`src/rtl/muldiv_seq_pkg.sv`:
```
// Shared definitions for the RV32M multiply/divide sequencer: op codes,
// FSM state encoding, iteration modes and op-classification helpers.
package muldiv_seq_pkg;

    // Default operand/result width
    localparam int MXLEN = 32;

    // M-extension op codes as presented on req_op
    localparam logic [4:0] ALU_MUL    = 5'h10;
    localparam logic [4:0] ALU_MULH   = 5'h11;
    localparam logic [4:0] ALU_MULHSU = 5'h12;
    localparam logic [4:0] ALU_MULHU  = 5'h13;
    localparam logic [4:0] ALU_DIV    = 5'h14;
    localparam logic [4:0] ALU_DIVU   = 5'h15;
    localparam logic [4:0] ALU_REM    = 5'h16;
    localparam logic [4:0] ALU_REMU   = 5'h17;

    typedef enum logic [2:0] {
        ST_IDLE,
        ST_PREP,
        ST_CALC,
        ST_FIX,
        ST_DONE
    } state_t;

    typedef enum logic {
        STEP_MUL,
        STEP_DIV
    } step_mode_t;

    function automatic logic is_mul_op(input logic [4:0] op);
        return (op == ALU_MUL) || (op == ALU_MULH) || (op == ALU_MULHSU) || (op == ALU_MULHU);
    endfunction

    function automatic logic is_div_op(input logic [4:0] op);
        return (op == ALU_DIV) || (op == ALU_DIVU) || (op == ALU_REM) || (op == ALU_REMU);
    endfunction

    // rs1 is treated as signed for MUL, MULH, MULHSU, DIV and REM
    function automatic logic a_is_signed(input logic [4:0] op);
        return (op == ALU_MUL) || (op == ALU_MULH) || (op == ALU_MULHSU) ||
               (op == ALU_DIV) || (op == ALU_REM);
    endfunction

    // rs2 is treated as signed only for MULH, DIV and REM
    function automatic logic b_is_signed(input logic [4:0] op);
        return (op == ALU_MULH) || (op == ALU_DIV) || (op == ALU_REM);
    endfunction

endpackage

```
`src/rtl/muldiv_seq_step.sv`:
```
// One combinational iteration of the sequencer datapath.
//  Multiply: acc += opa when opb[0]; opa (multiplicand) shifts left,
//            opb (multiplier) shifts right.
//  Divide  : restoring step; acc holds the partial remainder, opa[XLEN-1:0]
//            the divisor, opb the dividend shifting out / quotient shifting in.
module muldiv_seq_step
    import muldiv_seq_pkg::*;
#(
    parameter int XLEN = MXLEN
) (
    input  logic                div_mode,
    input  logic [2*XLEN-1:0]   acc,
    input  logic [2*XLEN-1:0]   opa,
    input  logic [XLEN-1:0]     opb,
    output logic [2*XLEN-1:0]   acc_next,
    output logic [2*XLEN-1:0]   opa_next,
    output logic [XLEN-1:0]     opb_next
);

    logic [XLEN:0]   shifted;
    logic [XLEN:0]   divisor;
    logic [XLEN-1:0] diff;

    // Single shift-add or restoring-subtract iteration
    always_comb begin
        acc_next = acc;
        opa_next = opa;
        opb_next = opb;
        shifted  = {acc[XLEN-1:0], opb[XLEN-1]};
        divisor  = {1'b0, opa[XLEN-1:0]};
        // The true difference is below the divisor, so XLEN bits hold it exactly
        diff     = shifted[XLEN-1:0] - opa[XLEN-1:0];
        if (div_mode) begin
            if (shifted >= divisor) begin
                acc_next = {{XLEN{1'b0}}, diff};
                opb_next = {opb[XLEN-2:0], 1'b1};
            end else begin
                acc_next = {{XLEN{1'b0}}, shifted[XLEN-1:0]};
                opb_next = {opb[XLEN-2:0], 1'b0};
            end
        end else begin
            if (opb[0]) begin
                acc_next = acc + opa;
            end
            opa_next = {opa[2*XLEN-2:0], 1'b0};
            opb_next = {1'b0, opb[XLEN-1:1]};
        end
    end

endmodule

```
`src/rtl/muldiv_seq.sv`:
```
// Multi-cycle RV32M sequencer: radix-2 shift-add multiply and restoring
// divide behind a valid/ready request/response handshake.
// Timeline after accept: PREP (1), CALC (XLEN), FIX (1), DONE.
// Special cases (divide by zero, signed overflow, non-M op) skip to DONE.
// Optional feature macro: MULDIV_EARLY_OUT_EN -- when defined, MUL-family
// ops leave CALC as soon as the shifted multiplier becomes zero.
module muldiv_seq
    import muldiv_seq_pkg::*;
#(
    parameter int XLEN = MXLEN
) (
    input  logic            clk,
    input  logic            rst,
    input  logic            flush,
    input  logic            req_valid,
    output logic            req_ready,
    input  logic [4:0]      req_op,
    input  logic [XLEN-1:0] req_a,
    input  logic [XLEN-1:0] req_b,
    output logic            resp_valid,
    input  logic            resp_ready,
    output logic [XLEN-1:0] resp_data,
    output logic            busy
);

    localparam int CW = $clog2(XLEN);
    localparam logic [CW-1:0]   LAST_ITER    = CW'(XLEN - 1);
    localparam logic [XLEN-1:0] DIV_ZERO_RES = {XLEN{1'b1}};
    localparam logic [XLEN-1:0] DIV_OVF_RES  = {1'b1, {(XLEN-1){1'b0}}};

    state_t             state_reg;
    step_mode_t         mode_reg;
    logic [4:0]         op_reg;
    logic [XLEN-1:0]    a_reg;
    logic [XLEN-1:0]    b_reg;
    logic [2*XLEN-1:0]  acc_reg;
    logic [2*XLEN-1:0]  opa_reg;
    logic [XLEN-1:0]    opb_reg;
    logic [CW-1:0]      cnt_reg;
    logic               neg_res_reg;
    logic               neg_rem_reg;
    logic               resp_valid_reg;
    logic [XLEN-1:0]    resp_data_reg;

    logic [2*XLEN-1:0]  acc_next;
    logic [2*XLEN-1:0]  opa_next;
    logic [XLEN-1:0]    opb_next;
    logic               early_exit;

    logic               sign_a;
    logic               sign_b;
    logic [XLEN-1:0]    mag_a;
    logic [XLEN-1:0]    mag_b;
    logic               special_hit;
    logic [XLEN-1:0]    special_data;

    logic [2*XLEN-1:0]  prod_fixed;
    logic [XLEN-1:0]    quo_fixed;
    logic [XLEN-1:0]    rem_fixed;
    logic [XLEN-1:0]    fix_data;

    assign req_ready  = (state_reg == ST_IDLE) && !rst;
    assign busy       = (state_reg != ST_IDLE);
    assign resp_valid = resp_valid_reg;
    assign resp_data  = resp_data_reg;

    muldiv_seq_step #(
        .XLEN(XLEN)
    ) u_step (
        .div_mode (mode_reg == STEP_DIV),
        .acc      (acc_reg),
        .opa      (opa_reg),
        .opb      (opb_reg),
        .acc_next (acc_next),
        .opa_next (opa_next),
        .opb_next (opb_next)
    );

`ifdef MULDIV_EARLY_OUT_EN
    // Multiplier fully consumed: remaining iterations would add nothing
    assign early_exit = (mode_reg == STEP_MUL) && (opb_next == '0);
`else
    assign early_exit = 1'b0;
`endif

    // Operand magnitudes and sign flags from the latched request
    always_comb begin
        sign_a = a_is_signed(op_reg) && a_reg[XLEN-1];
        sign_b = b_is_signed(op_reg) && b_reg[XLEN-1];
        mag_a  = sign_a ? (~a_reg + 1'b1) : a_reg;
        mag_b  = sign_b ? (~b_reg + 1'b1) : b_reg;
    end

    // Results that need no iteration
    always_comb begin
        special_hit  = 1'b0;
        special_data = '0;
        if (!is_mul_op(op_reg) && !is_div_op(op_reg)) begin
            special_hit = 1'b1;
        end else if (is_div_op(op_reg) && (b_reg == '0)) begin
            special_hit  = 1'b1;
            special_data = ((op_reg == ALU_DIV) || (op_reg == ALU_DIVU)) ? DIV_ZERO_RES : a_reg;
        end else if ((a_reg == DIV_OVF_RES) && (b_reg == '1)) begin
            if (op_reg == ALU_DIV) begin
                special_hit  = 1'b1;
                special_data = DIV_OVF_RES;
            end else if (op_reg == ALU_REM) begin
                special_hit  = 1'b1;
                special_data = '0;
            end
        end
    end

    // Sign fixup and word selection of the finished magnitude result
    always_comb begin
        prod_fixed = neg_res_reg ? (~acc_reg + 1'b1) : acc_reg;
        quo_fixed  = neg_res_reg ? (~opb_reg + 1'b1) : opb_reg;
        rem_fixed  = neg_rem_reg ? (~acc_reg[XLEN-1:0] + 1'b1) : acc_reg[XLEN-1:0];
        case (op_reg)
            ALU_MUL:                         fix_data = prod_fixed[XLEN-1:0];
            ALU_MULH, ALU_MULHSU, ALU_MULHU: fix_data = prod_fixed[2*XLEN-1:XLEN];
            ALU_DIV, ALU_DIVU:               fix_data = quo_fixed;
            ALU_REM, ALU_REMU:               fix_data = rem_fixed;
            default:                         fix_data = '0;
        endcase
    end

    // Sequencer FSM with registered response outputs
    always_ff @(posedge clk) begin
        if (rst) begin
            state_reg      <= ST_IDLE;
            mode_reg       <= STEP_MUL;
            op_reg         <= '0;
            a_reg          <= '0;
            b_reg          <= '0;
            acc_reg        <= '0;
            opa_reg        <= '0;
            opb_reg        <= '0;
            cnt_reg        <= '0;
            neg_res_reg    <= 1'b0;
            neg_rem_reg    <= 1'b0;
            resp_valid_reg <= 1'b0;
            resp_data_reg  <= '0;
        end else if (flush) begin
            state_reg      <= ST_IDLE;
            resp_valid_reg <= 1'b0;
        end else begin
            case (state_reg)
                ST_IDLE: begin
                    if (req_valid) begin
                        op_reg    <= req_op;
                        a_reg     <= req_a;
                        b_reg     <= req_b;
                        state_reg <= ST_PREP;
                    end
                end
                ST_PREP: begin
                    neg_res_reg <= sign_a ^ sign_b;
                    neg_rem_reg <= sign_a;
                    cnt_reg     <= '0;
                    acc_reg     <= '0;
                    if (is_div_op(op_reg)) begin
                        mode_reg <= STEP_DIV;
                        opa_reg  <= {{XLEN{1'b0}}, mag_b};
                        opb_reg  <= mag_a;
                    end else begin
                        mode_reg <= STEP_MUL;
                        opa_reg  <= {{XLEN{1'b0}}, mag_a};
                        opb_reg  <= mag_b;
                    end
                    if (special_hit) begin
                        resp_data_reg  <= special_data;
                        resp_valid_reg <= 1'b1;
                        state_reg      <= ST_DONE;
                    end else begin
                        state_reg <= ST_CALC;
                    end
                end
                ST_CALC: begin
                    acc_reg <= acc_next;
                    opa_reg <= opa_next;
                    opb_reg <= opb_next;
                    cnt_reg <= cnt_reg + 1'b1;
                    if ((cnt_reg == LAST_ITER) || early_exit) begin
                        state_reg <= ST_FIX;
                    end
                end
                ST_FIX: begin
                    resp_data_reg  <= fix_data;
                    resp_valid_reg <= 1'b1;
                    state_reg      <= ST_DONE;
                end
                ST_DONE: begin
                    if (resp_ready) begin
                        resp_valid_reg <= 1'b0;
                        state_reg      <= ST_IDLE;
                    end
                end
                default: begin
                    state_reg <= ST_IDLE;
                end
            endcase
        end
    end

endmodule

```
`config.mk`:
```
export PLATFORM = sky130hd
export DESIGN_NAME = muldiv_seq
export DESIGN_NICKNAME = d
export VERILOG_FILES = /design/src/rtl/muldiv_seq_pkg.sv /design/src/rtl/muldiv_seq_step.sv /design/src/rtl/muldiv_seq.sv
export SDC_FILE = /design/constraint.sdc
export NUM_CORES = 1
export LEC_CHECK = 0
export CORE_MARGIN = 4
export CORE_UTILIZATION = 50
export DETAILED_ROUTE_END_ITERATION = 16
export PLACE_DENSITY = 0.69
export RECOVER_POWER = 25
export SYNTH_ARGS = -nofsm -noshare
export SYNTH_HDL_FRONTEND = slang
export SYNTH_HIERARCHICAL = 1
export SYNTH_SLANG_ARGS = --single-unit
```
`constraint.sdc`:
```
create_clock -name clk -period 9.2 [get_ports clk]
set_input_delay 0.92 -clock clk [delete_from_list [all_inputs] [get_ports clk]]
set_output_delay 0.92 -clock clk [all_outputs]
set_load 0.05 [all_outputs]
```
==> results.md, run 1 <==
- CTS tree: done
- First-pass GRT wire length: around 140,000 um
- Worst-Margin Slew: just over 4 ns
- Fraction of layout cells with a size suffix above 1: 0.0662
- DRC violations left: 0
- Fin crit period: 5.04 ns
- RSZ-0062 raised after global routing: no
- Slew Limit Headroom: -1.74
- Drt pass-1 iters: 6
- Sw power: roughly 0.0010 W
- Post-placement cell count: between 3,000 and 4,000
- Cts hold-fix bufs: 0
- Num CTS Buffers: 34
- Adder-Cell Fraction of Synth Area: 0.0552
- Crit-path most repeated cell: clkbuf_1
- Post-synth top cells: 384 x nor2_1, 370 x nand2_1, 317 x a21oi_1
- Root buffer cell: clkbuf_16
- Final period util: 0.548
- CP max stage cell: clkbuf_1
- Cts repair resizes: 0
- Initial antenna violation count: 1
- Full die area: 51,200 um2
- Multi-input combinational cell area: between 15,000 and 20,000 um2
- Post-synth EDFFs: 0
- Clock slew at reported path FFs: 0.06 ns
- Netlist cell types: 103
- Top_reg_cell synth: dfxtp_1
- Most frequent cell after synthesis: nor2_1
- Crit-path leading delay family: buffers and inverters
- Via density: 6.66
- Final setup fails: 0
- I/O pin cnt: about 110
- Syn_area_per_cell: 7.16 um2
- Post-layout nets: 3,421
- Std cell rows: 79
- Critical path class: in -> reg
- Lkg Pwr: 9.88 nW
- Seq pwr share: 0.390
- Sw Ratio: 0.309
- Fin Setup TNS: 0 ns
- Core box area: around 47,000 um2
- Die width: between 200 and 250 um
- Clock tree buffer depth: 3
- Worst endpoint required time: just under 10 ns
- Internal power: between 0.002 and 0.0025 W
- Post-Syn Instances: 3,330
- Total grt overflow: 0
- Post-synthesis xor/xnor area fraction: 0.0683
- Max-slew violations: roughly 260
- Synth top area cells: dfxtp_1 23%, a21oi_1 6.7%, nor2_1 6.0%, nand2_1 5.8%, ha_1 5.4%
- Post-route clock skew: about 0.046 ns
- Buf/Inv on CP: 4
- Synth Area in Simple Gates: 0.247
- Pwr Total: between 0.003 and 0.004 W
- Ys Warns: 6
- Ys async rst share: 0
- Max stage delay on crit path: 2.05 ns
- Worst hold path type: reg -> reg
- Worst Setup Start Kind: input port
- Part of the power in the clock network: 0.432
- Dpl hpwl: between 60,000 and 70,000 um
- Finished Cell Area: about 26,000 um2
- Port bufs: ~110
- FF/Latch Area: between 5000 and 6000 um2
- Synth top area share: 0.229
- WL/cell: ~24 um
- Max-cap viol count: 2
- Compound-Gate Fraction of Synth Area: 0.297
- Peak VDD IR: ~130 uV
- WL final: about 91,000 um
- Total track usage: 0.340
- Worst-skew pair later-pin latency: ~0.6 ns
- Filler Cells Inserted: approximately 4,500
- #FFs+latches synth: about 270
- Pwr dens: 125 nW/um2
- Largest family of logic cells by synthesized area: compound AO/OA/AOI/OAI gates
- Post-CTS setup buffers: 0
- CP arrival: 5.52 ns
- Vias: roughly 26,000
- Failing checks: capacitance limit, slew limit
- DR iter-0 viols: 3,198
- Crit end category: flop
- Mux contribution to synthesized area: 0.0483
- Worst-path cell chain: dlygate4sd3_1 > clkbuf_1 > inv_1 > nand4_1 > clkbuf_1 > nand2_1 > a21oi_1
- Area leader, netlist: dfxtp_1
- # clock sinks: around 270
- H-tree level count: 2
- ANT nets after route: 0
- Sequential-to-total area share from yosys stat: 0.229
- Die Ht: 226 um
- Comb power frac: 0.178
- Maximum clock rate: 198 MHz
- Mapped cell area: 23,800 um2
- Starting Density: 0.509
- WHS: just under 0.5 ns
- Final Hold Fails: 0
- Vias in the first global route: around 23,000
- Placed instance area: about 25,000 um2
- Finished Layout Cells: about 3,900
- Area growth syn-to-layout: 9.53%
- Outcome: finished with violations
- Largest net degree at the start of global routing: around 190
- Final RePlAce weighted congestion: approximately 1.1
- Highest net fanout along the worst path: 69
- Syn nets: 3,508
-- power by group through the flow --
stage | combinational (W) | sequential, W | clock (W)
after floorplan | 0.000398 | 0.00128 | 0
after global placement | 0.000558 | 0.00129 | 0
after detailed placement | 0.000563 | 0.00129 | 0
after CTS | 0.000566 | 0.00127 | 0.00142
after global routing | 0.000622 | 0.00127 | 0.00147
final | 0.000580 | 0.00127 | 0.00141
-- final cells by class --
cell class                 count  share of cell area
sequential                   273               0.209
tap                          607              0.0291
inverter                      80              0.0115
clock inverter                12             0.00699
multi-input combinational   2718               0.656
antenna                        1           0.0000958
timing repair buffer         136              0.0497
clock buffer                  46              0.0370
-- per-layer routing --
| layer | global-route usage | wire length [um] | up-vias |
|---|---|---|---|
| met3 | 0.0645 | 8270 | 267 |
| met5 | 0 | 0 | - |
| met1 | 0.464 | 38400 | 12148 |
| met4 | 0.191 | 6080 | 0 |
| met2 | 0.505 | 38300 | 1339 |
| li1 | - | - | 12049 |
-- cell families after synthesis --
kind of cell	Yosys count
AOI/OAI and AO/OA	1069
xor gates and xnor gates	186
adders and majority gates	104
buffers and inverters	339
DFF	273
muxes	107
and+or+nand+nor	1252
-- metrics by stage --
| stage | worst slack [ns] | utilization |
|---|---|---|
| final | 4.16 | 0.557 |
| after global routing | 3.72 | 0.557 |
| after CTS | 5.11 | 0.558 |
| after detailed placement | 5.00 | 0.533 |
| after global placement | 5.06 | 0.533 |
| after floorplan | 5.85 | - |
-- worst reg2reg max path, delay by kind of cell, from the launching register on --
kind	cells	cell delay, ns
flip-flops	1	0.47
AND/OR/NAND/NOR	3	0.67
XOR/XNOR	1	0.15
AO/OA/AOI/OAI	8	1.90
adder cells (fa/ha/maj)	2	0.73
-- cell usage in the layout (no fill, tap or decap), drive strengths merged, types with 77 or more instances in the layout --
| cell | count |
|---|---|
| a211oi | 83 |
| ha | 102 |
| nor2 | 386 |
| a22oi | 111 |
| a21oi | 319 |
| nand2 | 370 |
| xor2 | 77 |
| o21ai | 170 |
| clkdlybuf4s50 | 103 |
| dfxtp | 273 |
| xnor2 | 109 |
| inv | 82 |
| nor3 | 124 |
-- path summary, 6_finish.rpt --
check | from | end | slack, ns | cells after the start
max | flush | a_reg[5] | 4.16 | 7
min | neg_rem_reg | neg_rem_reg | 0.49 | 2
max reg2reg | acc_reg[0] | acc_reg[40] | 4.99 | 14
min reg2reg | neg_rem_reg | neg_rem_reg | 0.49 | 2
No activity file was read; power rests on OpenSTA's default activity.
==> run 2: changes to the inputs <==
--- a/config.mk
+++ b/config.mk
@@ -8,7 +8,7 @@
 export CORE_MARGIN = 4
 export CORE_UTILIZATION = 50
 export DETAILED_ROUTE_END_ITERATION = 16
-export PLACE_DENSITY = 0.69
+export PLACE_DENSITY = 0.72
 export RECOVER_POWER = 25
 export SYNTH_ARGS = -nofsm -noshare
 export SYNTH_HDL_FRONTEND = slang
==> constraint.sdc (replaced) <==
create_clock -name clk -period 4.36 [get_ports clk]
set_input_delay 0.436 -clock clk [delete_from_list [all_inputs] [get_ports clk]]
set_output_delay 0.436 -clock clk [all_outputs]
set_load 0.05 [all_outputs]
==> run 2 against run 1 <==
  * Clock-buffer cell count is 1 higher
  * Largest power group unchanged
  * Cell count is 1.2% higher
  * The flow still finishes with violations (capacitance limit, slew limit)
  * Critical path type is now reg -> reg
  * Global-route usage is 1.1 points higher
  * Sequential share of layout area fell by 0.28 points
  * Register-to-register slack lost 4.7 ns
  * Utilization grew 0.74 points
==> results.md, run 2 (synthesis results as in run 1) <==
- Worst-Margin Slew: roughly 2.6 ns
- Root buffer cell: clkbuf_16
- Internal power: 0.00474 W
- Worst hold path type: in -> reg
- Met2 usage: 0.528
- Post-route clock skew: 0.0246 ns
- Cts repair resizes: 0
- Vias: roughly 26,000
- GR Util met1: 0.475
- Fin util: 0.565
- Peak VDD IR: 275 uV
- Worst-skew pair later-pin latency: between 0.5 and 0.6 ns
- Largest net degree at the start of global routing: 90
- Filler Cells Inserted: around 4,600
- Commonest non-fill, non-tap cell in the layout: nor2_1
- GRT met3 Usage: 0.0634
- Highest net fanout along the worst path: 10
- RSZ-0062 raised after global routing: no
- Post-layout nets: 3,467
- Die Ht: ~230 um
- Port bufs: approximately 110
- Outcome: finished with violations
- Max-slew violations: 70
- Fin crit period: between 4 and 5 ns
- WHS: 0.361 ns
- Vias in the first global route: ~24,000
- Part of the power in the clock network: 0.425
- Fin Setup TNS: 0 ns
- Final period util: 0.933
- CTS tree: done
- Clock slew at reported path FFs: approximately 0.060 ns
- Sw power: around 0.0021 W
- Lkg Pwr: between 10 and 15 nW
- Num CTS Buffers: 35
- Core box area: 46,900 um2
- Full die area: ~50,000 um2
- Worst endpoint required time: 4.85 ns
- Std cell rows: 79
- Cts hold-fix bufs: 0
- DRC violations left: 0
- Maximum clock rate: approximately 250 MHz
- Failing checks: capacitance limit, slew limit
- Fraction of layout cells with a size suffix above 1: 0.0791
- Drt pass-1 iters: 6
- Total grt overflow: 0
- Worst Setup Start Kind: flop
- # clock sinks: roughly 270
- Pwr dens: around 260 nW/um2
- Critical path class: reg -> reg
- WL final: approximately 93,000 um
- Slew Limit Headroom: -0.751
- Max-cap viol count: 1
- Total track usage: 0.351
- H-tree level count: 2
- First-pass GRT wire length: roughly 140,000 um
- Finished Layout Cells: a little under 4,000
- WL/cell: about 24 um
- Post-CTS setup buffers: 0
- Final Hold Fails: 0
- Final setup fails: 0
- GRT busiest layer: met2
- Dpl hpwl: about 70,000 um
- Most frequent cells in the layout: 382 x nor2_1, 370 x nand2_1, 316 x a21oi_1
- Final RePlAce weighted congestion: just over 1
- Comb power frac: 0.187
- Area growth syn-to-layout: 11.0%
- DR iter-0 viols: approximately 3,200
- I/O pin cnt: between 100 and 150
- Seq pwr share: 0.388
- Die width: about 230 um
- CP arrival: about 4.6 ns
- Ant. Diodes: 0
- Post-placement cell count: between 3,000 and 4,000
- Pwr Total: 0.00688 W
- ANT nets after route: 0
- Crit end category: flop
- Sw Ratio: 0.310
- Initial antenna violation count: 0
- Clock tree buffer depth: 3
- Starting Density: 0.509
- Via density: ~6.7
-- run 2: worst paths after layout --
| kind | end | slack, ns | start | depth (start not counted) |
|---|---|---|---|---|
| worst max-delay path | acc_reg[23] | 0.29 | acc_reg[13] | 13 |
| worst min-delay path | cnt_reg[0] | 0.36 | rst | 2 |
| worst max register to register | acc_reg[23] | 0.29 | acc_reg[13] | 13 |
| worst min register to register | resp_data[16] | 0.49 | resp_data[16] | 2 |
-- run 2: cell type report --
class / count / area, um2 / area share
Inverter: 80 / 300 / 0.0113
Tap cell: 607 / 759 / 0.0287
Clock inverter: 12 / 133 / 0.00501
Multi-Input combinational cell: 2718 / 17100 / 0.647
Clock buffer: 47 / 991 / 0.0374
Sequential cell: 273 / 5470 / 0.207
Timing Repair Buffer: 181 / 1680 / 0.0634
-- run 2: power by group through the flow --
stage | logic [W] | registers [W] | clock network [W]
3_3_place_gp | 0.00123 | 0.00271 | 0
3_5_place_dp | 0.00125 | 0.00272 | 0
2_1_floorplan | 0.000839 | 0.00270 | 0
6_report | 0.00129 | 0.00267 | 0.00292
5_1_grt | 0.00138 | 0.00267 | 0.00305
4_1_cts | 0.00125 | 0.00266 | 0.00296
-- run 2: metrics by stage --
stage	area, um2	setup WS, ns
6_report	26500	0.290
5_1_grt	26500	0.0732
4_1_cts	26500	0.446
3_5_place_dp	25300	0.488
3_3_place_gp	25300	0.449
2_1_floorplan	23800	1.01
-- run 2: per-layer routing --
layer | share of wire | vias to the layer above
li1 | - | 12176
met1 | 0.41 | 12505
met2 | 0.43 | 1430
met3 | 0.096 | 248
met4 | 0.064 | 0
met5 | 0 | -
-- run 2: worst max-delay path, cell delays in order, from the launching register on --
cell	delay, ns
dfxtp_1	0.65
ha_1	0.44
a21oi_1	0.24
o21ai_0	0.15
or3_1	0.37
nor3_1	0.29
nor2_1	0.20
a311oi_1	0.65
o21ai_1	0.19
xnor2_1	0.28
mux2i_1	0.12
a22oi_1	0.20
a22oi_1	0.11
nor2_1	0.12
